## src/rtl/pipe_pkg.sv

```systemverilog
// Shared types and constants for the pipeline interlock unit.
package pipe_pkg;

   // Mul/div occupancy state
   typedef enum logic {
      IDLE = 1'b0,
      BUSY = 1'b1
   } md_state_t;

   // Register-file index width and the hardwired-zero register
   localparam int               REG_W    = 5;
   localparam logic [REG_W-1:0] REG_ZERO = '0;

endpackage

```

## src/rtl/md_busy_timer.sv

```systemverilog
// Mul/div occupancy tracker: IDLE/BUSY FSM with a down-counter.
// A start in IDLE loads MD_LATENCY; busy stays high for exactly
// MD_LATENCY cycles, done marks the last of them.
module md_busy_timer
   import pipe_pkg::*;
#(
   parameter int MD_LATENCY = 8,
   parameter int CNT_W      = 8
) (
   input  logic clock,
   input  logic resetn,
   input  logic start,
   output logic busy,
   output logic done
);

   localparam logic [CNT_W-1:0] LAT = CNT_W'(MD_LATENCY);
   localparam logic [CNT_W-1:0] ONE = CNT_W'(1);

   md_state_t        r_state;
   logic [CNT_W-1:0] r_cnt;

   // FSM and counter; reset abandons any operation in flight
   always_ff @(posedge clock or negedge resetn) begin
      if (!resetn) begin
         r_state <= IDLE;
         r_cnt   <= '0;
      end else begin
         case (r_state)
            IDLE: begin
               if (start) begin
                  r_state <= BUSY;
                  r_cnt   <= LAT;
               end
            end
            BUSY: begin
               if (r_cnt == ONE) begin
                  r_state <= IDLE;
                  r_cnt   <= '0;
               end else begin
                  r_cnt   <= r_cnt - ONE;
               end
            end
            default: begin
               r_state <= IDLE;
               r_cnt   <= '0;
            end
         endcase
      end
   end

   assign busy = (r_state == BUSY);
   assign done = (r_state == BUSY) && (r_cnt == ONE);

endmodule

```

## src/rtl/pipe_stall_ctrl.sv

```systemverilog
// Pipeline interlock: load-use detection, mul/div busy tracking and
// the combined PC / IF-ID hold (wpcir) and ID/EX bubble.
// Optional build macro PIPE_STALL_STATS_EN adds a saturating
// stall-cycle counter on port stall_count.
module pipe_stall_ctrl
   import pipe_pkg::*;
#(
   parameter int MD_LATENCY = 8,
   parameter int CNT_W      = 8
) (
   input  logic             clock,
   input  logic             resetn,
   input  logic [REG_W-1:0] id_rs,
   input  logic [REG_W-1:0] id_rt,
   input  logic             id_use_rs,
   input  logic             id_use_rt,
   input  logic             ex_wreg,
   input  logic             ex_m2reg,
   input  logic [REG_W-1:0] ex_rn,
   input  logic             id_md_start,
   input  logic             id_md_read,
   output logic             wpcir,
   output logic             bubble,
   output logic             md_busy,
   output logic             md_go
`ifdef PIPE_STALL_STATS_EN
   ,
   output logic [31:0]      stall_count
`endif
);

   logic w_lu;
   logic w_mdh;
   logic w_stall;
   logic w_busy;
   logic w_md_done;

   // Load-use: EX load whose non-zero destination is read in ID
   always_comb begin
      w_lu = ex_wreg && ex_m2reg && (ex_rn != REG_ZERO) &&
             ((id_use_rs && (id_rs == ex_rn)) ||
              (id_use_rt && (id_rt == ex_rn)));
   end

   // Mul/div hazard: another mult/div or HI/LO read while unit is busy
   always_comb begin
      w_mdh = w_busy && (id_md_start || id_md_read);
   end

   // Outputs forced low while reset is held, independent of inputs
   assign w_stall = resetn && (w_lu || w_mdh);
   assign wpcir   = w_stall;
   assign bubble  = w_stall;
   assign md_busy = w_busy;
   // Start only from IDLE and never under a load-use, so never with wpcir
   assign md_go   = resetn && !w_busy && id_md_start && !w_lu;

   md_busy_timer #(
      .MD_LATENCY (MD_LATENCY),
      .CNT_W      (CNT_W)
   ) u_md_timer (
      .clock  (clock),
      .resetn (resetn),
      .start  (md_go),
      .busy   (w_busy),
      .done   (w_md_done)
   );

`ifdef PIPE_STALL_STATS_EN
   logic [31:0] r_stall_count;

   // Count stalled cycles, saturating at all-ones
   always_ff @(posedge clock or negedge resetn) begin
      if (!resetn)
         r_stall_count <= '0;
      else if (w_stall && (r_stall_count != 32'hFFFF_FFFF))
         r_stall_count <= r_stall_count + 32'd1;
   end

   assign stall_count = r_stall_count;
`endif

endmodule

```

## config.mk

```make
export PLATFORM = sky130hd
export DESIGN_NAME = pipe_stall_ctrl
export DESIGN_NICKNAME = d
export VERILOG_FILES = /design/src/rtl/pipe_pkg.sv /design/src/rtl/md_busy_timer.sv /design/src/rtl/pipe_stall_ctrl.sv
export SDC_FILE = /design/constraint.sdc
export NUM_CORES = 1
export LEC_CHECK = 0
export CAP_MARGIN = 5
export CORE_MARGIN = 3
export CORE_UTILIZATION = 35
export CTS_CLUSTER_SIZE = 20
export DETAILED_ROUTE_END_ITERATION = 12
export GPL_ROUTABILITY_DRIVEN = 0
export SYNTH_ARGS = -nofsm -noshare
export SYNTH_HDL_FRONTEND = slang
export SYNTH_SLANG_ARGS = --single-unit
```

## constraint.sdc

```tcl
create_clock -name clock -period 3 [get_ports clock]
set_input_delay 0.75 -clock clock [delete_from_list [all_inputs] [get_ports clock]]
set_output_delay 0.75 -clock clock [all_outputs]
set_load 0.05 [all_outputs]
```

==> After elaboration in Yosys (flattened, before gate mapping) <==
Cells that the tools add are included.
{ "totals": {"reg_bits": 9, "input_bits": 23, "out_inout_bits": 4} }
{ "classes": {"add_sub_neg": 1, "n_eq_ne": 4, "mux": 6, "bitwise": 1, "reduce_logical": 16} }
{ "op_table": {"columns": ["cell", "n"], "rows": [
  ["8-bit two-way mux", 2],
  ["8-bit one-hot mux with 2 select lines", 1],
  ["5-bit equality test", 2],
  ["1-bit logical AND", 10],
  ["8-bit by 1-bit equality test with 1-bit output (second input constant)", 1],
  ["8-bit by 1-bit subtractor with 8-bit output (second input constant)", 1],
  ["5-bit nonzero test", 1],
  ["1-bit logical OR", 3],
  ["1-bit zero test", 2],
  ["1-bit two-way mux", 2],
  ["2-bit != test (second input constant)", 1],
  ["1-bit one-hot mux with 2 select lines", 1],
  ["1-bit inverter", 1]
]} }

==> Logic depth before layout (Yosys ltp) <==
Gate-level depths: netlist (run 1).
{ "logic_depth": {"word_depth": 8, "depth_mapped": 7, "ltp_nobuf": 7} }

==> Cells and area by module <==
From an unflattened synthesis (run 1), not the netlist that was laid out.
{ "unflattened": {"hier_cells": 76, "hier_area_um2": 686.9} }
{ "by_module_without_submodules": {"columns": ["mod", "n_inst", "cells_per_inst", "area_per_inst_um2"], "rows": [
  ["md_busy_timer", 1, 52, 506.7],
  ["pipe_stall_ctrl", 1, 24, 180.2]
]} }

==> Worst setup path before layout (run 1) <==
Ideal clock, no wire load.
{ "synth_timing": {"path_type": "input-to-output", "from": "input ex_rn[1]", "to": "output md_go", "t_arrival_ns": 2.670, "required_time_ns": 2.250, "slack_ns": -0.420, "path_stages": 4, "cell_sequence": "or4_4 o211ai_4 nor2_1 nor3_1"} }
{ "synth_via": {"elab_chain_cells": 6} }
{ "synth_lines": {"columns": ["item", "line", "source"], "rows": [
  ["start: declaration", "pipe_stall_ctrl.sv:19", "input logic [REG_W-1:0] ex_rn,"],
  ["5-bit equality test, on equally long branches", "pipe_stall_ctrl.sv:41, pipe_stall_ctrl.sv:42", null],
  ["1-bit logical AND, on equally long branches", "pipe_stall_ctrl.sv:41, pipe_stall_ctrl.sv:42", null],
  ["1-bit logical OR", "pipe_stall_ctrl.sv:41", "((id_use_rs && (id_rs == ex_rn)) ||"],
  ["1-bit logical AND (*)", "pipe_stall_ctrl.sv:40", "w_lu = ex_wreg && ex_m2reg && (ex_rn != REG_ZERO) &&"],
  ["1-bit zero test (*)", "pipe_stall_ctrl.sv:56", "assign md_go = resetn && !w_busy && id_md_start && !w_lu;"],
  ["1-bit logical AND (*)", "pipe_stall_ctrl.sv:56", null],
  ["end: declaration", "pipe_stall_ctrl.sv:25", "output logic md_go"]
]} }
Mark *: on every way between the ends. The rest lies on a longest branch, timed or not.

==> Final worst setup path (run 1) <==
{ "layout_timing": {"from": "input ex_rn[2]", "to": "output md_go"} }
The elaborated chain is that of the path after synthesis.

==> run metrics, run 1 <==
Max VDD drop=slightly above 0.5 mV; FF-to-FF setup slack=1.26 ns; CP Data Arrival Time=2.14 ns; final period utilization=around 96%; switching power share of the total=43.7%; Detail Route Antenna Nets=0; Worst Hold Class=register to register; CP Launch Type=primary input; fmax=roughly 350 MHz; count of different cell masters after synthesis=32; uppermost layer routed=met4; Inst Count DP=approximately 140; global route overflow=0; CP max stage delay=0.54 ns; Post-Layout Cell Count=147; Post-Synthesis Cells=between 80 and 90; crit path time final=2.89 ns; Remaining DRCs=0; worst skew pair latency=roughly 0.27 ns; total power=roughly 800 µW; Max Slew Vio Count=0; Syn Area/Cell=9.12 µm²; Setup-failing EPs final=0; hold-critical path depth=1; Pre-Repair DR Iteration Count=4; top post-synthesis cells by area=dfrtp_1 30%, xor2_1 9.3%, a21o_2 4.6%, o41ai_4 3.6%, xnor2_1 3.5%; Rows=16; reg-to-reg endpoint=u_md_timer.r_cnt[2]; Final Hold Viols=0; Final HPWL DP=~1600 µm; first-pass GRT wire length=between 3000 and 4000 µm; critical path class=primary input to primary output; synth warn=0; number of global-route vias before repair=between 700 and 800; clock root buffer=clkbuf_4; width of the die=roughly 53 µm; CTS Buf Count=3; largest net degree at the start of global routing=12; Die Y=52.5 µm; routed length on met2=between 700 and 800 µm; vias=753; CP Capture Type=primary output; share of cells above drive strength 1=slightly below 30%; die area=between 2000 and 3000 µm²; CORE AREA=roughly 2000 µm²; post-synthesis sequential area ratio=roughly 30%; Fillers=182; synthesized area=about 760 µm²; Synth top area share=slightly below 30%; drt total wl=~2000 µm; Layout area overhead=57.9%; Total GRT Usage=around 16%; number of clock sinks=9; Flop pwr share=33.6%; CP max FO=3; initial antenna violation count=1; Clock power frac=12.5%; end point of the critical path=md_go; Met3 Routed Length=149 µm; Reg2Reg Depth=4; hold buffer count at CTS=0; number of I/O port buffers=26; cell chain of the critical path=clkbuf_2, or4_4, o211ai_4, nor2_4, buf_6, nor3_4, buf_12; reg-to-reg startpoint=u_md_timer.r_cnt[4]; Initial DRC Count=9; Sw Pwr=roughly 340 µW; Via density=just over 5; Initial Util=approximately 38%; post-synthesis register bit count=9; max_slew headroom=around three fifths; Max Root-Sink Buffers=2; Gate power share=53.8%; status=completed; nets=between 100 and 150; Data required, critical path=2.25 ns; top-level I/O count=27; wl on met1=1030 µm; # Max-Cap Violations=0; H-Tree Level Count=1; Crit-path slowest cell=or4_4; P_leak=0.572 nW; RSZ-0062 raised after global routing=no; net count after synthesis=~110; CTS tree=yes; Internal=~440 µW; Worst-Margin Slew=around 0.57 ns; clock skew=0.00712 ns; Pwr Density=roughly 650 nW/µm²; Crit. Startpoint=ex_rn[2]; DR WL/cell=between 10 and 15 µm; Yosys top cell by area=dfrtp_1; Reg clk slew, reported paths=~0.07 ns
[layout make-up]
cell class | instances | area (µm²) | area share [%]
inverter | 5 | 18.8 | 1.57
tap | 27 | 33.8 | 2.83
multi-input combinational | 66 | 537 | 44.9
timing repair buffer | 35 | 352 | 29.4
antenna | 1 | 2.50 | 0.209
sequential | 9 | 225 | 18.8
clock buffer | 4 | 26.3 | 2.20
[cells in the final DEF, fill, tap and decap left out, types with 2 or more instances in the layout]
| cell | n |
|---|---|
| a21oi_1 | 5 |
| a21o_2 | 4 |
| clkbuf_2 | 3 |
| o31ai_1 | 3 |
| buf_12 | 3 |
| o41ai_1 | 2 |
| nor4_2 | 2 |
| nor2_1 | 4 |
| clkbuf_4 | 3 |
| nor3_1 | 3 |
| dfrtp_1 | 9 |
| dlygate4sd2_1 | 4 |
| o21ai_0 | 5 |
| nor4_1 | 2 |
| xor2_1 | 8 |
| clkdlybuf4s50_1 | 9 |
| nor3_4 | 2 |
| buf_4 | 8 |
| inv_1 | 5 |
| ha_1 | 2 |
| nand2_1 | 6 |
| dlymetal6s2s_1 | 6 |
| xnor2_1 | 3 |
[worst max-delay path: cells and delay by family]
| family | cells | cell delay [ns] |
|---|---|---|
| AOI/OAI and AO/OA | 1 | 0.20 |
| buffers and inverters | 3 | 0.39 |
| and+or+nand+nor | 3 | 0.78 |
[per-layer routing]
metal	GRT usage, %	vias up
met4	9.36	0
met2	20.5	31
met3	5.98	4
met5	0	-
li1	-	380
met1	23.4	338
[registers in the layout (all words and copies together), names as in the netlist]
signal	cells
u_md_timer.busy	1
u_md_timer.r_cnt	8
[Yosys cell counts, drive strengths merged]
master and count:
o31ai 3, o41ai 3, or4 1, inv 5
o31a 1, nor3 5, and2 1, nor4 4
a21boi 1, o211ai 1, o21ai 5, nor2 5
or3 1, nand2b 1, buf 2, o21a 1
a21oi 5, ha 2, a221o 1, xor2 8
nand2 6, clkbuf 1, nand3 1, dfrtp 9
a21o 4, o22ai 1, a32oi 1, xnor2 3
a211o 1
[through the flow]
step | cell area, µm² | util, % | worst slack, ns | hold WS (ns) | setup TNS, ns
finish | 1190 | 59.7 | 0.109 | 0.535 | 0
global placement | 1130 | 56.5 | -0.292 | 0.507 | -0.795
floorplan | 763 | - | 0.00495 | 0.454 | 0
global route | 1190 | 59.7 | 0.0211 | 0.560 | 0
detailed placement | 1130 | 56.5 | -0.267 | 0.516 | -0.758
CTS | 1170 | 58.4 | 0.00259 | 0.536 | 0
[how the worst min path moves through the flow]
| stage | from | endpoint | slack [ns] |
|---|---|---|---|
| after detailed placement | u_md_timer.r_cnt[7] | u_md_timer.r_cnt[7] | 0.52 |
| after global routing | u_md_timer.r_cnt[7] | u_md_timer.r_cnt[7] | 0.56 |
| final | u_md_timer.r_cnt[7] | u_md_timer.r_cnt[7] | 0.54 |
| after CTS | u_md_timer.r_cnt[7] | u_md_timer.r_cnt[7] | 0.54 |
| after floorplan | resetn | u_md_timer.busy | 0.45 |
| after global placement | u_md_timer.r_cnt[7] | u_md_timer.r_cnt[7] | 0.51 |
[logic make-up (layout without fill, tap and decap cells)]
logic type,Yosys count,count (layout),share of synthesized area (%)
AND/OR/NAND/NOR,25,25,18.8
XOR/XNOR,11,11,12.7
flip-flops,9,9,29.8
buffers and inverters,8,44,4.63
adder cells (fa/ha/maj),2,2,3.31
other,0,1,0
AO/OA/AOI/OAI,28,28,30.7
[what timing repair did]
item	in CTS	in global routing
setup endpoints to repair	3	3
buffers inserted	1	0
pin swaps	8	13
resized for setup	14	17
[power groups by stage]
stage | Clock, mW | Sequential, mW | Combinational [mW]
4_1_cts | 0.101 | 0.260 | 0.418
5_1_grt | 0.107 | 0.275 | 0.465
3_5_place_dp | 0 | 0.260 | 0.418
3_3_place_gp | 0 | 0.260 | 0.412
2_1_floorplan | 0 | 0.239 | 0.307
6_report | 0.0976 | 0.262 | 0.419
Note: power is estimated with default switching activity, not from simulation.
==> run 2, diff against run 1 <==
CELL_PAD_IN_SITES_DETAIL_PLACEMENT = 0   (was default)
CELL_PAD_IN_SITES_GLOBAL_PLACEMENT = 1   (was default)
CORE_UTILIZATION = 32   (was 35)
MAX_ROUTING_LAYER = met4   (was default)
PLACE_DENSITY_LB_ADDON = 0.1   (was default)
==> run 2 against run 1 <==
  * Sequential power rose by 3%
  * Clock power down 0.8%
  * Maximum frequency down 2.7%
  * First-iteration DRC count grew 89%
  * Via count is 4.4% higher
  * Die area is 8.3% higher
  * Worst hold slack better by 0.0043 ns
  * Clock skew decreased by 0.0044 ns
  * Core utilization shrank 2.4 points
  * Register-to-register slack lost 0.04 ns
  * Critical path type unchanged
  * Critical endpoint unchanged
  * Highest routed layer unchanged
==> run metrics, run 2 (same netlist as run 1, synthesis figures left out) <==
status=completed; number of clock sinks=9; met3 Track Usage GR=under 10%; Max VDD drop=about 0.52 mV; global route overflow=0; Initial DRC Count=17; Clock power frac=between 10% and 20%; Detail Route Antenna Nets=0; number of I/O port buffers=26; Die Y=54.6 µm; Initial Util=about 36%; Worst-Margin Slew=0.685 ns; clock root buffer=clkbuf_4; H-Tree Level Count=1; Design Area, Final=1200 µm²; Max Slew Vio Count=0; Max Root-Sink Buffers=2; crit path time final=~3.0 ns; Final Hold Viols=0; Sw Pwr=343 µW; worst skew pair latency=roughly 0.26 ns; Hold Startpoint=u_md_timer.r_cnt[7]; Via density=5.35; CP Launch Type=primary input; Pre-Repair DR Iteration Count=5; max_slew headroom=53.9%; Final HPWL DP=1610 µm; Layout area overhead=59.2%; P_leak=about 0.56 nW; fmax=336 MHz; first-pass GRT wire length=3230 µm; CP Data Arrival Time=about 2.2 ns; Total GRT Usage=16.0%; Worst Hold Class=register to register; initial antenna violation count=0; number of global-route vias before repair=677; Setup-failing EPs final=0; Biggest register=u_md_timer.r_cnt; CTS tree=yes; # Max-Cap Violations=0; drt total wl=2130 µm; max FFs per register=8; clock skew=between 0.002 and 0.003 ns; die area=2980 µm²; DR WL/cell=~15 µm; reg-to-reg startpoint=u_md_timer.r_cnt[3]; nets=146; met2 GRT Util=approximately a fifth; commonest non-fill, non-tap cell in the layout=clkdlybuf4s50_1; Flop pwr share=34.5%; placed instance area=1130 µm²; Data required, critical path=roughly 2.3 ns; width of the die=54.6 µm; CP Capture Type=primary output; Crit. Startpoint=id_rt[4]; Remaining DRCs=0; CORE AREA=2100 µm²; total power=around 800 µW; largest net degree at the start of global routing=9; top-level I/O count=27; Hold WS=0.540 ns; share of cells above drive strength 1=between 30% and 40%; CTS Buf Count=3; commonest non-fill, non-tap cells in the layout=11 x clkdlybuf4s50_1, 9 x dfrtp_1, 8 x xor2_1, 8 x buf_4, 6 x nand2_1; CP max FO=2; Pwr Density=approximately 650 nW/µm²; vias=around 790; Internal=440 µW; critical path class=primary input to primary output; global-route layer with the greatest usage=met1; Reg clk slew, reported paths=about 0.06 ns; ANT cells=0; M1 GR Usage=between 20% and 30%; Gate power share=53.1%; final period utilization=99.1%; switching power share of the total=a little over two fifths; Rows=16; hold buffer count at CTS=0
-- run 2: cell types whose count changed in the layout (fill, tap and decap cells not counted), sizes merged --
cell / change
buf: +1
diode: -1
dlymetal6s2s: -2
clkdlybuf4s50: +2
-- run 2: final timing paths --
check,endpoint,slack (ns),cells after the start
setup / recovery,md_go,0.03,8
hold / removal,u_md_timer.r_cnt[7],0.54,1
setup reg to reg,u_md_timer.r_cnt[5],1.22,5
hold reg to reg,u_md_timer.r_cnt[7],0.54,1
max in group asynchronous,u_md_timer.r_cnt[6],1.89,2
min in group asynchronous,u_md_timer.r_cnt[1],0.71,1
-- run 2: stage by stage --
step | instances | setup slack (ns) | util, % | TNS [ns]
3_3_place_gp | 141 | -0.275 | 53.8 | -0.781
4_1_cts | 145 | 0.00578 | 56.7 | 0
3_5_place_dp | 141 | -0.309 | 53.8 | -0.877
2_1_floorplan | 83 | 0.00495 | - | 0
5_1_grt | 147 | -0.0370 | 57.3 | -0.0807
6_report | 147 | 0.0279 | 57.3 | 0
-- run 2: what timing repair did --
action,in CTS,in global routing
resized for setup,22,9
endpoints found under the setup margin,3,3
pin swaps,8,9
buffers inserted,0,3
-- run 2: layout make-up --
cell class | count | area, µm²
fillers | 203 | 897
multi-input cells | 66 | 543
repair buffers | 36 | 358
flip-flops and latches | 9 | 225
well taps | 27 | 33.8
clock buffers | 4 | 26.3
inverters | 5 | 18.8
-- run 2: per-layer routing --
layer / wire length (µm) / up-vias
li1: - / 385
met5: 0 / -
met3: 152 / 2
met4: 18 / 0
met2: 981 / 32
met1: 981 / 367
-- run 2: critical path, cell delays in order --
cell and delay [ns]:
clkdlybuf4s50_1 0.47, xor2_1 0.16, nor4_2 0.08, a32oi_2 0.25, nor2_4 0.08, buf_6 0.13
nor3_4 0.14, buf_12 0.16
-- run 2: power by group through the flow --
stage	logic [mW]	registers, mW	clock network [mW]
3_3_place_gp	0.406	0.265	0
5_1_grt	0.454	0.280	0.108
2_1_floorplan	0.307	0.239	0
6_report	0.416	0.270	0.0968
3_5_place_dp	0.408	0.269	0
4_1_cts	0.415	0.266	0.0977
==> run 3, diff against run 2 <==
TNS_END_PERCENT = 30   (was default)
==> run 3 against run 2 <==
  * Flip-flop and latch count is the same
  * First-iteration DRC count shrank 41%
  * Sequential power is essentially flat
  * Clock power grew 8%
  * Non-clock buffer count shrank 3
  * Global-route usage grew 0.31 points
  * Critical path type unchanged
==> run metrics, run 3 (same netlist as run 1, synthesis figures left out) <==
Pwr Density=about 650 nW/µm²; CP max FO=3; Reg clk slew, reported paths=roughly 0.070 ns; largest net degree at the start of global routing=12; Flop pwr share=roughly 34%; Rows=16; Final Hold Viols=0; Inst Count DP=140; Max Slew Vio Count=0; Data required, critical path=2.25 ns; Total GRT Usage=between 10% and 20%; share of cells above drive strength 1=~32%; Sw Pwr=355 µW; Layout area overhead=61.8%; Post-Layout Cell Count=approximately 140; crit path time final=between 2 and 3 ns; max_slew headroom=55.3%; number of clock sinks=9; Worst-Margin Slew=between 0.6 and 0.7 ns; # Max-Cap Violations=0; CP Capture Type=primary output; die area=2980 µm²; CTS Buf Count=3; Remaining DRCs=0; Worst Hold Class=register to register; CP Launch Type=primary input; width of the die=about 55 µm; top-level I/O count=27; first-pass GRT wire length=3350 µm; Final HPWL DP=roughly 1600 µm; max FFs per register=8; global route overflow=0; fmax=between 300 and 400 MHz; critical path class=primary input to primary output; Detail Route Antenna Nets=0; CP Data Arrival Time=2.17 ns; CTS tree=yes; Pre-Repair DR Iteration Count=4; Gate power share=about 52%; DR WL/cell=about 16 µm; Initial DRC Count=10; clock skew=0.00675 ns; Hold WS=0.533 ns; Post CTS Setup Buffer Count=0; initial antenna violation count=0; switching power share of the total=between 40 and 50%; number of I/O port buffers=26; Setup-failing EPs final=0; status=completed; worst skew pair latency=~0.28 ns; clock root buffer=clkbuf_4; final period utilization=around 97%; Biggest register=u_md_timer.r_cnt; vias=around 740; Die Y=54.6 µm; H-Tree Level Count=1; Max VDD drop=about 0.54 mV; Initial Util=a little over a third; drt total wl=~2300 µm; Internal=between 400 and 500 µW; number of global-route vias before repair=around 740; Via density=5.13; CORE AREA=2100 µm²; Fillers=193; total power=794 µW; commonest non-fill, non-tap cell in the layout=clkdlybuf4s50_1; P_leak=between 0.5 and 0.6 nW; nets=about 140; Clock power frac=a little over an eighth; commonest non-fill, non-tap cells in the layout=10 x clkdlybuf4s50_1, 9 x dfrtp_1, 6 x nand2_1, 6 x buf_4; ANT cells=0; Max Root-Sink Buffers=2
==> run 3: critical path, cell delays in order <==
cell and delay, ns:
clkdlybuf4s50_1 0.41, xnor2_1 0.13, and2_0 0.17, a32oi_2 0.21, nor2_2 0.09, o21a_2 0.24
buf_12 0.15
==> run 3: layout make-up <==
class                      count  area (µm²)  share of cell area [%]
clock buffer                   4        26.3                    2.15
sequential                     9         225                    18.4
tap                           27        33.8                    2.76
timing repair buffer          33         338                    27.6
inverter                       5        18.8                    1.53
multi-input combinational     66         583                    47.6
==> run 3: worst paths after layout <==
kind,start,end,slack [ns],depth (start not counted)
setup / recovery,id_rt[3],wpcir,0.08,7
hold / removal,u_md_timer.r_cnt[7],u_md_timer.r_cnt[7],0.53,1
setup reg to reg,u_md_timer.r_cnt[5],u_md_timer.r_cnt[2],1.25,4
hold reg to reg,u_md_timer.r_cnt[7],u_md_timer.r_cnt[7],0.53,1
max in group asynchronous,resetn,u_md_timer.r_cnt[2],1.97,2
min in group asynchronous,resetn,u_md_timer.r_cnt[5],0.88,2
==> run 3: what timing repair did <==
action / CTS / global route
pin swaps: 5 / 6
cloned: 0 / 0
hold buffers: 0 / 0
gates resized for setup: 15 / 23
endpoints found under the setup margin: 3 / 3
==> run 3: routing by layer <==
metal  up-vias  share of wire (%)  global-route usage [%]  wire length [µm]
li1        371                  -                       -                 -
met1       340                 46                    23.3              1050
met2        24                 46                    21.7              1050
met3         4                6.0                    4.90               136
met4         0                1.1                    4.98                24
met5         -                  0                       -                 0
==> run 3: through the flow <==
step                      area, µm²  util (%)  TNS (ns)  setup slack (ns)
after CTS                      1140      54.4         0          0.000238
final                          1220      58.3         0            0.0812
after detailed placement       1120      53.4    -0.893            -0.345
after global placement         1120      53.4    -0.953            -0.371
after floorplan                 762         -   -0.0404           -0.0404
after global routing           1220      58.3   -0.0344           -0.0173
==> run 3: power groups by stage <==
stage | clock network, mW | registers, mW | logic [mW]
floorplan | 0 | 0.239 | 0.306
global placement | 0 | 0.271 | 0.396
detailed placement | 0 | 0.271 | 0.398
CTS | 0.104 | 0.271 | 0.400
global route | 0.113 | 0.286 | 0.455
finish | 0.105 | 0.273 | 0.415
